File: config.mk
export PLATFORM = sky130hd
export DESIGN_NAME = alarm_responder
export DESIGN_NICKNAME = d
export VERILOG_FILES = /design/src/rtl/alarm_responder.sv
export SDC_FILE = /design/constraint.sdc
export NUM_CORES = 1
export LEC_CHECK = 0
export CAP_MARGIN = 5
export CORE_AREA = 2 2 66 68
export DETAILED_ROUTE_END_ITERATION = 10
export DIE_AREA = 0 0 68 70
export HOLD_SLACK_MARGIN = 0.12
export SLEW_MARGIN = 20
export SYNTH_ARGS = -nofsm -noshare
export SYNTH_HDL_FRONTEND = slang
export SYNTH_SLANG_ARGS = --single-unit
File: constraint.sdc
create_clock -name clk -period 2.2 [get_ports clk]
set_input_delay 0.55 -clock clk [delete_from_list [all_inputs] [get_ports clk]]
set_output_delay 0.55 -clock clk [all_outputs]
set_load 0.01 [all_outputs]
File: src/rtl/alarm_responder.sv
// rtl/alarm_responder.sv - intrusion alarm response FSM: arm/disarm, entry delay, siren/strobe, code lockout
module alarm_responder #(
    parameter int unsigned ENTRY_CYCLES   = 16,
    parameter int unsigned SIREN_HALF     = 4,
    parameter int unsigned MAX_TRIES      = 3,
    parameter int unsigned LOCKOUT_CYCLES = 32,
    parameter logic [3:0]  CODE           = 4'hA
) (
    input  logic       clk,
    input  logic       rst,
    input  logic       alarm_in,
    input  logic [2:0] zone_in,
    input  logic       arm_req,
    input  logic [3:0] code_in,
    input  logic       code_valid,
    output logic       siren,
    output logic       strobe,
    output logic       armed,
    output logic [2:0] state,
    output logic [2:0] zone_latched,
    output logic [1:0] bad_tries,
    output logic       locked
);
    localparam logic [2:0] S_DISARMED = 3'd0;
    localparam logic [2:0] S_ARMED    = 3'd1;
    localparam logic [2:0] S_ENTRY    = 3'd2;
    localparam logic [2:0] S_ALARM    = 3'd3;
    localparam logic [2:0] S_LOCKOUT  = 3'd4;

    localparam logic [7:0] ENTRY_LAST = 8'(ENTRY_CYCLES - 1);
    localparam logic [7:0] LOCK_LAST  = 8'(LOCKOUT_CYCLES - 1);
    localparam logic [7:0] HALF_LAST  = 8'(SIREN_HALF - 1);
    localparam logic [1:0] TRIES_MAX  = 2'(MAX_TRIES);

    logic [2:0] state_q, state_d;
    logic [7:0] timer_q, timer_d;
    logic [7:0] phase_q, phase_d;
    logic       siren_q, siren_d;
    logic       strobe_q, strobe_d;
    logic       armed_q, armed_d;
    logic       locked_q, locked_d;
    logic [2:0] zone_q, zone_d;
    logic [1:0] tries_q, tries_d;

    logic       active;
    logic       code_ok;
    logic       code_bad;
    logic [1:0] tries_inc;
    logic       hit_lockout;
    logic       moved;

    assign active      = (state_q == S_ARMED) || (state_q == S_ENTRY) || (state_q == S_ALARM);
    assign code_ok     = active && code_valid && (code_in == CODE);
    assign code_bad    = active && code_valid && (code_in != CODE);
    assign tries_inc   = (tries_q == 2'd3) ? tries_q : tries_q + 2'd1;
    assign hit_lockout = code_bad && (tries_inc == TRIES_MAX);
    assign moved       = (state_d != state_q);

    always_ff @(posedge clk) begin
        if (rst) begin
            state_q  <= S_DISARMED;
            timer_q  <= '0;
            phase_q  <= '0;
            siren_q  <= 1'b0;
            strobe_q <= 1'b0;
            armed_q  <= 1'b0;
            locked_q <= 1'b0;
            zone_q   <= '0;
            tries_q  <= '0;
        end else begin
            state_q  <= state_d;
            timer_q  <= timer_d;
            phase_q  <= phase_d;
            siren_q  <= siren_d;
            strobe_q <= strobe_d;
            armed_q  <= armed_d;
            locked_q <= locked_d;
            zone_q   <= zone_d;
            tries_q  <= tries_d;
        end
    end

    // Branch order encodes the cycle priority: correct code, lockout, non-door trigger, expiry, door trigger.
    always_comb begin
        state_d = state_q;
        case (state_q)
            S_DISARMED: if (arm_req) state_d = S_ARMED;
            S_ARMED: begin
                if (code_ok)                             state_d = S_DISARMED;
                else if (hit_lockout)                    state_d = S_LOCKOUT;
                else if (alarm_in && zone_in == 3'b010)  state_d = S_ENTRY;
                else if (alarm_in)                       state_d = S_ALARM;
            end
            S_ENTRY: begin
                if (code_ok)                                     state_d = S_DISARMED;
                else if (hit_lockout)                            state_d = S_LOCKOUT;
                else if (alarm_in && (zone_in[0] || zone_in[2])) state_d = S_ALARM;
                else if (timer_q == ENTRY_LAST)                  state_d = S_ALARM;
            end
            S_ALARM: begin
                if (code_ok)          state_d = S_DISARMED;
                else if (hit_lockout) state_d = S_LOCKOUT;
            end
            S_LOCKOUT: if (timer_q == LOCK_LAST) state_d = S_ALARM;
            default: state_d = S_DISARMED;
        endcase
    end

    always_comb begin
        timer_d = '0;
        if (!moved && (state_q == S_ENTRY || state_q == S_LOCKOUT)) timer_d = timer_q + 8'd1;

        phase_d = '0;
        if (!moved && state_q == S_ALARM && phase_q != HALF_LAST) phase_d = phase_q + 8'd1;

        siren_d = 1'b0;
        if (state_d == S_LOCKOUT)        siren_d = 1'b1;
        else if (state_d == S_ALARM) begin
            if (moved)                   siren_d = 1'b1;
            else if (phase_q == HALF_LAST) siren_d = !siren_q;
            else                         siren_d = siren_q;
        end

        strobe_d = (state_d == S_ALARM) || (state_d == S_LOCKOUT);
        armed_d  = (state_d != S_DISARMED);
        locked_d = (state_d == S_LOCKOUT);

        zone_d = zone_q;
        if (code_ok)                                        zone_d = '0;
        else if (alarm_in && (active || state_q == S_LOCKOUT)) zone_d = zone_q | zone_in;

        tries_d = tries_q;
        if (code_ok)                                          tries_d = '0;
        else if (code_bad)                                    tries_d = tries_inc;
        else if (state_q == S_LOCKOUT && state_d == S_ALARM)  tries_d = '0;
    end

    assign siren        = siren_q;
    assign strobe       = strobe_q;
    assign armed        = armed_q;
    assign locked       = locked_q;
    assign state        = state_q;
    assign zone_latched = zone_q;
    assign bad_tries    = tries_q;
endmodule

======== Word level (Yosys, flattened, before mapping) ========
Index checks and enable logic that the tools add are counted.
Widths: inputs -> output; s select.
storage, ports and cells
  register bits after elaboration ......... 28
  input port bits ......................... 12
  output and inout port bits .............. 12
  logic and storage cells ................. 77
operators by class
  $add $sub $neg .......................... 3
  eq/ne operators ......................... 17
  multiplexer cells ....................... 20
  bitwise logic cells ..................... 3
  reductions and logical operators ........ 25
operators with widths
  kind                 number
  $mux 3               12
  $add 8x1->8 const B  2
  $pmux 3 s5           1
  $eq 3x2->1 const B   4
  $logic_and 1x1->1    11
  $eq 8x2->1 const B   1
  $eq 8x4->1 const B   1
  $eq 8x5->1 const B   1
  $ne 8x2->1 const B   1
  $eq 3x3->1 const B   2
  $logic_or 1x1->1     6
  $mux 2               3
  $reduce_or 2->1      3
  $eq 2x2->1 const B   2
  $eq 4x4->1 const B   1
  $mux 1               4
  $ne 4x3->1 const B   1
  $ne 4x4->1 const B   1
  $eq 3x1->1 const B   1
  $logic_not 3->1      1
  $ne 3x3->1           1
  $or 3x3->3           1
  $reduce_bool 3->1    1
  $add 2x1->2 const B  1
  other kinds (3)      5

======== Depth between registers and ports, before layout ========
  depth after elaboration ................. 15
  gate-level depth with buffers ........... 8
  gate-level depth less buffers ........... 7

======== Worst setup path after synthesis ========
OpenSTA, ideal clock, no wires.
  path kind ............................... input to register
  from .................................... input code_in[2]
  to ...................................... register timer_q[5]
  setup time .............................. 62 ps
  arrival ................................. 1980 ps
  data required time ...................... 2138 ps
  slack ................................... 158 ps
  stages .................................. 7
  buffers on the path ..................... 1
  cell sequence ........................... and4bb_1 o21ai_2 a32oi_2 o211ai_2 or4_1 buf_6 nor2_2
between the ends
  longest elaborated chain between the ends .. 11
  elaborated cells between the ends (all ways) .. 17
  those cells by class .................... 3 x eq/ne; 7 x mux; 1 x bitwise; 6 x reduce/logical
ends and longest elaborated chain
  item                              line         RTL
  start: declaration                14           input logic [3:0] code_in,
  $ne 4x4->1                        54           assign code_bad = active && code_valid && (code_in != CODE);
  $logic_and 1x1->1                 54
  $logic_and 1x1->1                 56           assign hit_lockout = code_bad && (tries_inc == TRIES_MAX);
  $mux 3, on equally long branches  102, 90, 96
  $mux 3, on equally long branches  101, 89, 95
  $pmux 3 s5 (*)                    86           case (state_q)
  $ne 3x3->1 (*)                    57           assign moved = (state_d != state_q);
  $logic_not 1->1 (*)               111          if (!moved && (state_q == S_ENTRY || state_q == S_LOCKOUT)) timer_d = timer_q + 8'd1;
  $logic_and 1x1->1 (*)             111
  $not 1->1 (no line) (*)           n/a
  $reduce_or 2->1 (no line) (*)     n/a
  end signal: assignment            72           timer_q <= timer_d;
  end: declaration                  36           logic [7:0] timer_q, timer_d;
Mark *: on every way between the ends. The rest lies on a longest branch, timed or not.
A chain may end at the register's enable or synchronous reset.

======== Final worst setup path ========
  from .................................... input code_valid
  to ...................................... register timer_q[4]
between the ends
  longest elaborated chain between the ends .. 11
  elaborated cells between the ends (all ways) .. 16
  those cells by class .................... 1 x eq/ne; 7 x mux; 1 x bitwise; 7 x reduce/logical
ends and longest elaborated chain
  item                              line         RTL
  start: declaration                15           input logic code_valid,
  $logic_and 1x1->1 (*)             53, 54
  $logic_and 1x1->1                 54
  $logic_and 1x1->1                 56
  $mux 3, on equally long branches  102, 90, 96
  $mux 3, on equally long branches  101, 89, 95
  $pmux 3 s5 (*)                    86
  $ne 3x3->1 (*)                    57
  $logic_not 1->1 (*)               111
  $logic_and 1x1->1 (*)             111
  $not 1->1 (no line) (*)           n/a
  $reduce_or 2->1 (no line) (*)     n/a
Marks and branches as above.

==> results.sh <==
export IMPL_reg2reg_slack_ns=0.12
export IMPL_p_clk_share_pct=36.3
export IMPL_end_kind="flop"
export IMPL_antenna_found_initial=0
export IMPL_async_flop_share_pct=0
export IMPL_status="completed"
export IMPL_grt_max_degree=17
export IMPL_yosysUniqueCellTypes=49
export IMPL_overflow=0
export IMPL_ir_drop_v=0.000266
export IMPL_p_leak_uw=0.000702
export IMPL_avgViaCountPerCell=5.19
export IMPL_synth_seq_area_share_pct=40.4
export IMPL_cp_start_kind="primary input"
export IMPL_dp_final_hpwl_um=2520
export IMPL_hold_ws_ns=0.455
export IMPL_synth_area_leaders="dfxtp_1, xor2_1, nor2_1"
export IMPL_portBuffers=23
export IMPL_grt_pass1_vias=1276
export IMPL_rr_endpoint="timer_q[4]"
export IMPL_vias=1297
export IMPL_final_layout_size_suffix_gt1_share_pct=22.2
export IMPL_dieWidth_um=68
export IMPL_totalPowerFinal_uw=1140
export IMPL_initial_core_util_pct=33.5
export IMPL_ant_nets=0
export IMPL_clk_pin_slew_ns=0.10
export IMPL_wl_per_cell_um=13.7
export IMPL_dr_pass1_iters=4
export IMPL_syn_area_um2=1390
export IMPL_reg2reg_depth=7
export IMPL_synth_ff_type="dfxtp_1"
export IMPL_yosysTopAreaCellShare_pct=40.4
export IMPL_cp_required_ns=2.42
export IMPL_stdcell_area_um2=1900
export IMPL_min_delay_path_depth=2
export IMPL_htreeDepth=1
export IMPL_syn2layout_area_growth_pct=37.1
export IMPL_synth_edff_count=0
export IMPL_max_freq_ghz=0.466
export IMPL_clock_skew_ns=0.00449
export IMPL_cts_sinks=28
export IMPL_synth_warnings=0
export IMPL_drc=0
export IMPL_syn_avg_cell_area_um2=8.83
export IMPL_combPwrFrac_pct=16.2
export IMPL_clk_latency_ns=0.28
export IMPL_cts_root_buffer="clkbuf_8"
export IMPL_worstMarginPinSlew_ns=0.419
export IMPL_slew_viol_final=0
export IMPL_syn_nets=171
export IMPL_syn_inst=157
export IMPL_nNetsFinal=213
export IMPL_min_period_ns=2.15
export IMPL_grt_pass1_wl_um=5870
export IMPL_cts_tree="yes"
export IMPL_p_sw_uw=274
export IMPL_seqPwrFrac_pct=47.5
export IMPL_setup_viol=0
export IMPL_timing_final_crit_share_pct=97.6
export IMPL_placed_cell_area_um2=1760
export IMPL_place_gp_congestion=0.979
export IMPL_critPathMaxFanout=8
export IMPL_drtIter0Drc=76
export IMPL_core_um2=4140
export IMPL_die_area_um2=4760
export IMPL_worstReg2RegStart="timer_q[0]"
export IMPL_die_y_um=70
export IMPL_relSlewSlack_pct=72.0
export IMPL_power_density_nw_per_um2=599
export IMPL_hold_viol=0
export IMPL_swShare_pct=24.1
export IMPL_nFillCells=401
export IMPL_rows=24
export IMPL_dp_slack_ns=-0.402
export IMPL_path_class="in -> reg"
export IMPL_crit_arrival_ns=2.37
export IMPL_diodes=0
export IMPL_intPower_uw=864
export IMPL_ys_ff_latch=28
export IMPL_tns_ns=0
export IMPL_maxCapViolCount=0
export IMPL_wl_um=3430
export IMPL_synth_area_leader_cell="dfxtp_1"
export IMPL_finalWorstSetupSlack_ns=0.0526
export IMPL_ctsLongestPathBuffers=2
export IMPL_cts_hold_buf=0
export IMPL_hold_path_class="reg -> reg"
export IMPL_io_pins=24
export IMPL_grt_total_usage_pct=16.0
export IMPL_cts_buffers_inserted=3
export IMPL_hold_start="zone_latched[2]"
export IMPL_min_to="zone_latched[2]"
registers in the layout, summed over array words and instances, names as in the netlist:
signal,cells
locked,1
phase_q,8
strobe,1
zone_latched,3
timer_q,8
siren,1
bad_tries,2
state,3
armed,1
cells by family after synthesis:
group	after synthesis	share of synthesized area [%]
AO/OA/AOI/OAI	31	15.7
XOR/XNOR	12	7.58
adder cells (fa/ha/maj)	2	1.80
buffers and inverters	13	4.33
flip-flops	28	40.4
AND/OR/NAND/NOR	71	30.1
worst max path at each step:
stage                     from          to  slack [ns]  cells past startpoint
floorplan           code_in[2]  timer_q[5]        0.16                      7
global placement    code_in[2]  timer_q[7]       -0.29                      8
detailed placement  code_in[2]  timer_q[7]       -0.40                      8
CTS                 code_valid  timer_q[7]       0.005                      7
global route        zone_in[2]  timer_q[4]      -0.006                      7
finish              code_valid  timer_q[4]        0.05                      6
cells in the mapped netlist (2+ instances only):
cell type / number
nor3_1: 5
dfxtp_1: 28
nor4b_1: 2
xor2_1: 8
inv_1: 10
o21ai_0: 3
a21oi_1: 11
ha_1: 2
nor2_2: 7
nor2_1: 15
nand2_1: 10
a22oi_1: 2
nand4_1: 2
and3_1: 5
nand3b_1: 2
xnor2_1: 4
nand3_1: 8
nand3_2: 2
metrics by stage:
step           instances  util (%)
2_1_floorplan        157         -
3_3_place_gp         243      42.6
3_5_place_dp         243      42.6
4_1_cts              251      45.1
5_1_grt              250      45.9
6_report             250      45.9
final cells by class:
| type | count | area (um^2) | share of cell area [%] |
|---|---|---|---|
| multi-input combinational | 116 | 806 | 42.4 |
| sequential | 28 | 563 | 29.6 |
| timing repair buffer | 40 | 358 | 18.8 |
| tap | 52 | 65.1 | 3.42 |
| clock buffer | 3 | 41.3 | 2.17 |
| inverter | 10 | 37.5 | 1.97 |
| clock inverter | 1 | 30.0 | 1.58 |
worst max-delay path, stage by stage:
cell             delay [ns]
clkdlybuf4s50_1        0.51
nand4_1                0.16
a32oi_2                0.26
o211ai_2               0.13
or4_4                  0.61
nor2_2                 0.14
cells in the final DEF, fill, tap and decap left out, types with 2 or more instances in the layout:
cell type | synthesis | routed
a21oi_1 | 11 | 10
a22oi_1 | 2 | 2
and3_1 | 5 | 5
buf_4 | 1 | 17
clkbuf_8 | 0 | 3
clkdlybuf4s50_1 | 0 | 17
dfxtp_1 | 28 | 26
dfxtp_2 | 0 | 2
dlygate4sd2_1 | 0 | 4
dlymetal6s2s_1 | 0 | 2
inv_1 | 10 | 10
nand2_1 | 10 | 10
nand3_1 | 8 | 8
nand3_2 | 2 | 2
nand3b_1 | 2 | 2
nand4_1 | 2 | 2
nor2_1 | 15 | 15
nor2_2 | 7 | 6
nor2_4 | 1 | 2
nor3_1 | 5 | 5
o21ai_0 | 3 | 3
xnor2_1 | 4 | 4
xor2_1 | 8 | 8
power groups by stage:
stage | Combinational (uW) | Sequential (uW) | Clock [uW]
after global placement | 172 | 550 | 0
after floorplan | 80.9 | 552 | 0
after global routing | 203 | 543 | 445
after CTS | 180 | 539 | 425
final | 185 | 540 | 413
after detailed placement | 174 | 551 | 0
timing repair:
item | in CTS | in global routing
resized for setup | 6 | 10
buffers inserted | 4 | 0
endpoints found under the setup margin | 8 | 11
pin swaps | 7 | 6
routing by layer:
metal	vias to the layer above	wire, um	part of all wire, %	GRT usage, %
met2	34	1670	49	25.2
met5	-	0	0	0
li1	638	-	-	-
met4	0	57	1.7	5.78
met1	619	1510	44	21.1
met3	6	197	5.7	3.22
Note: power is estimated with default switching activity, not from simulation.
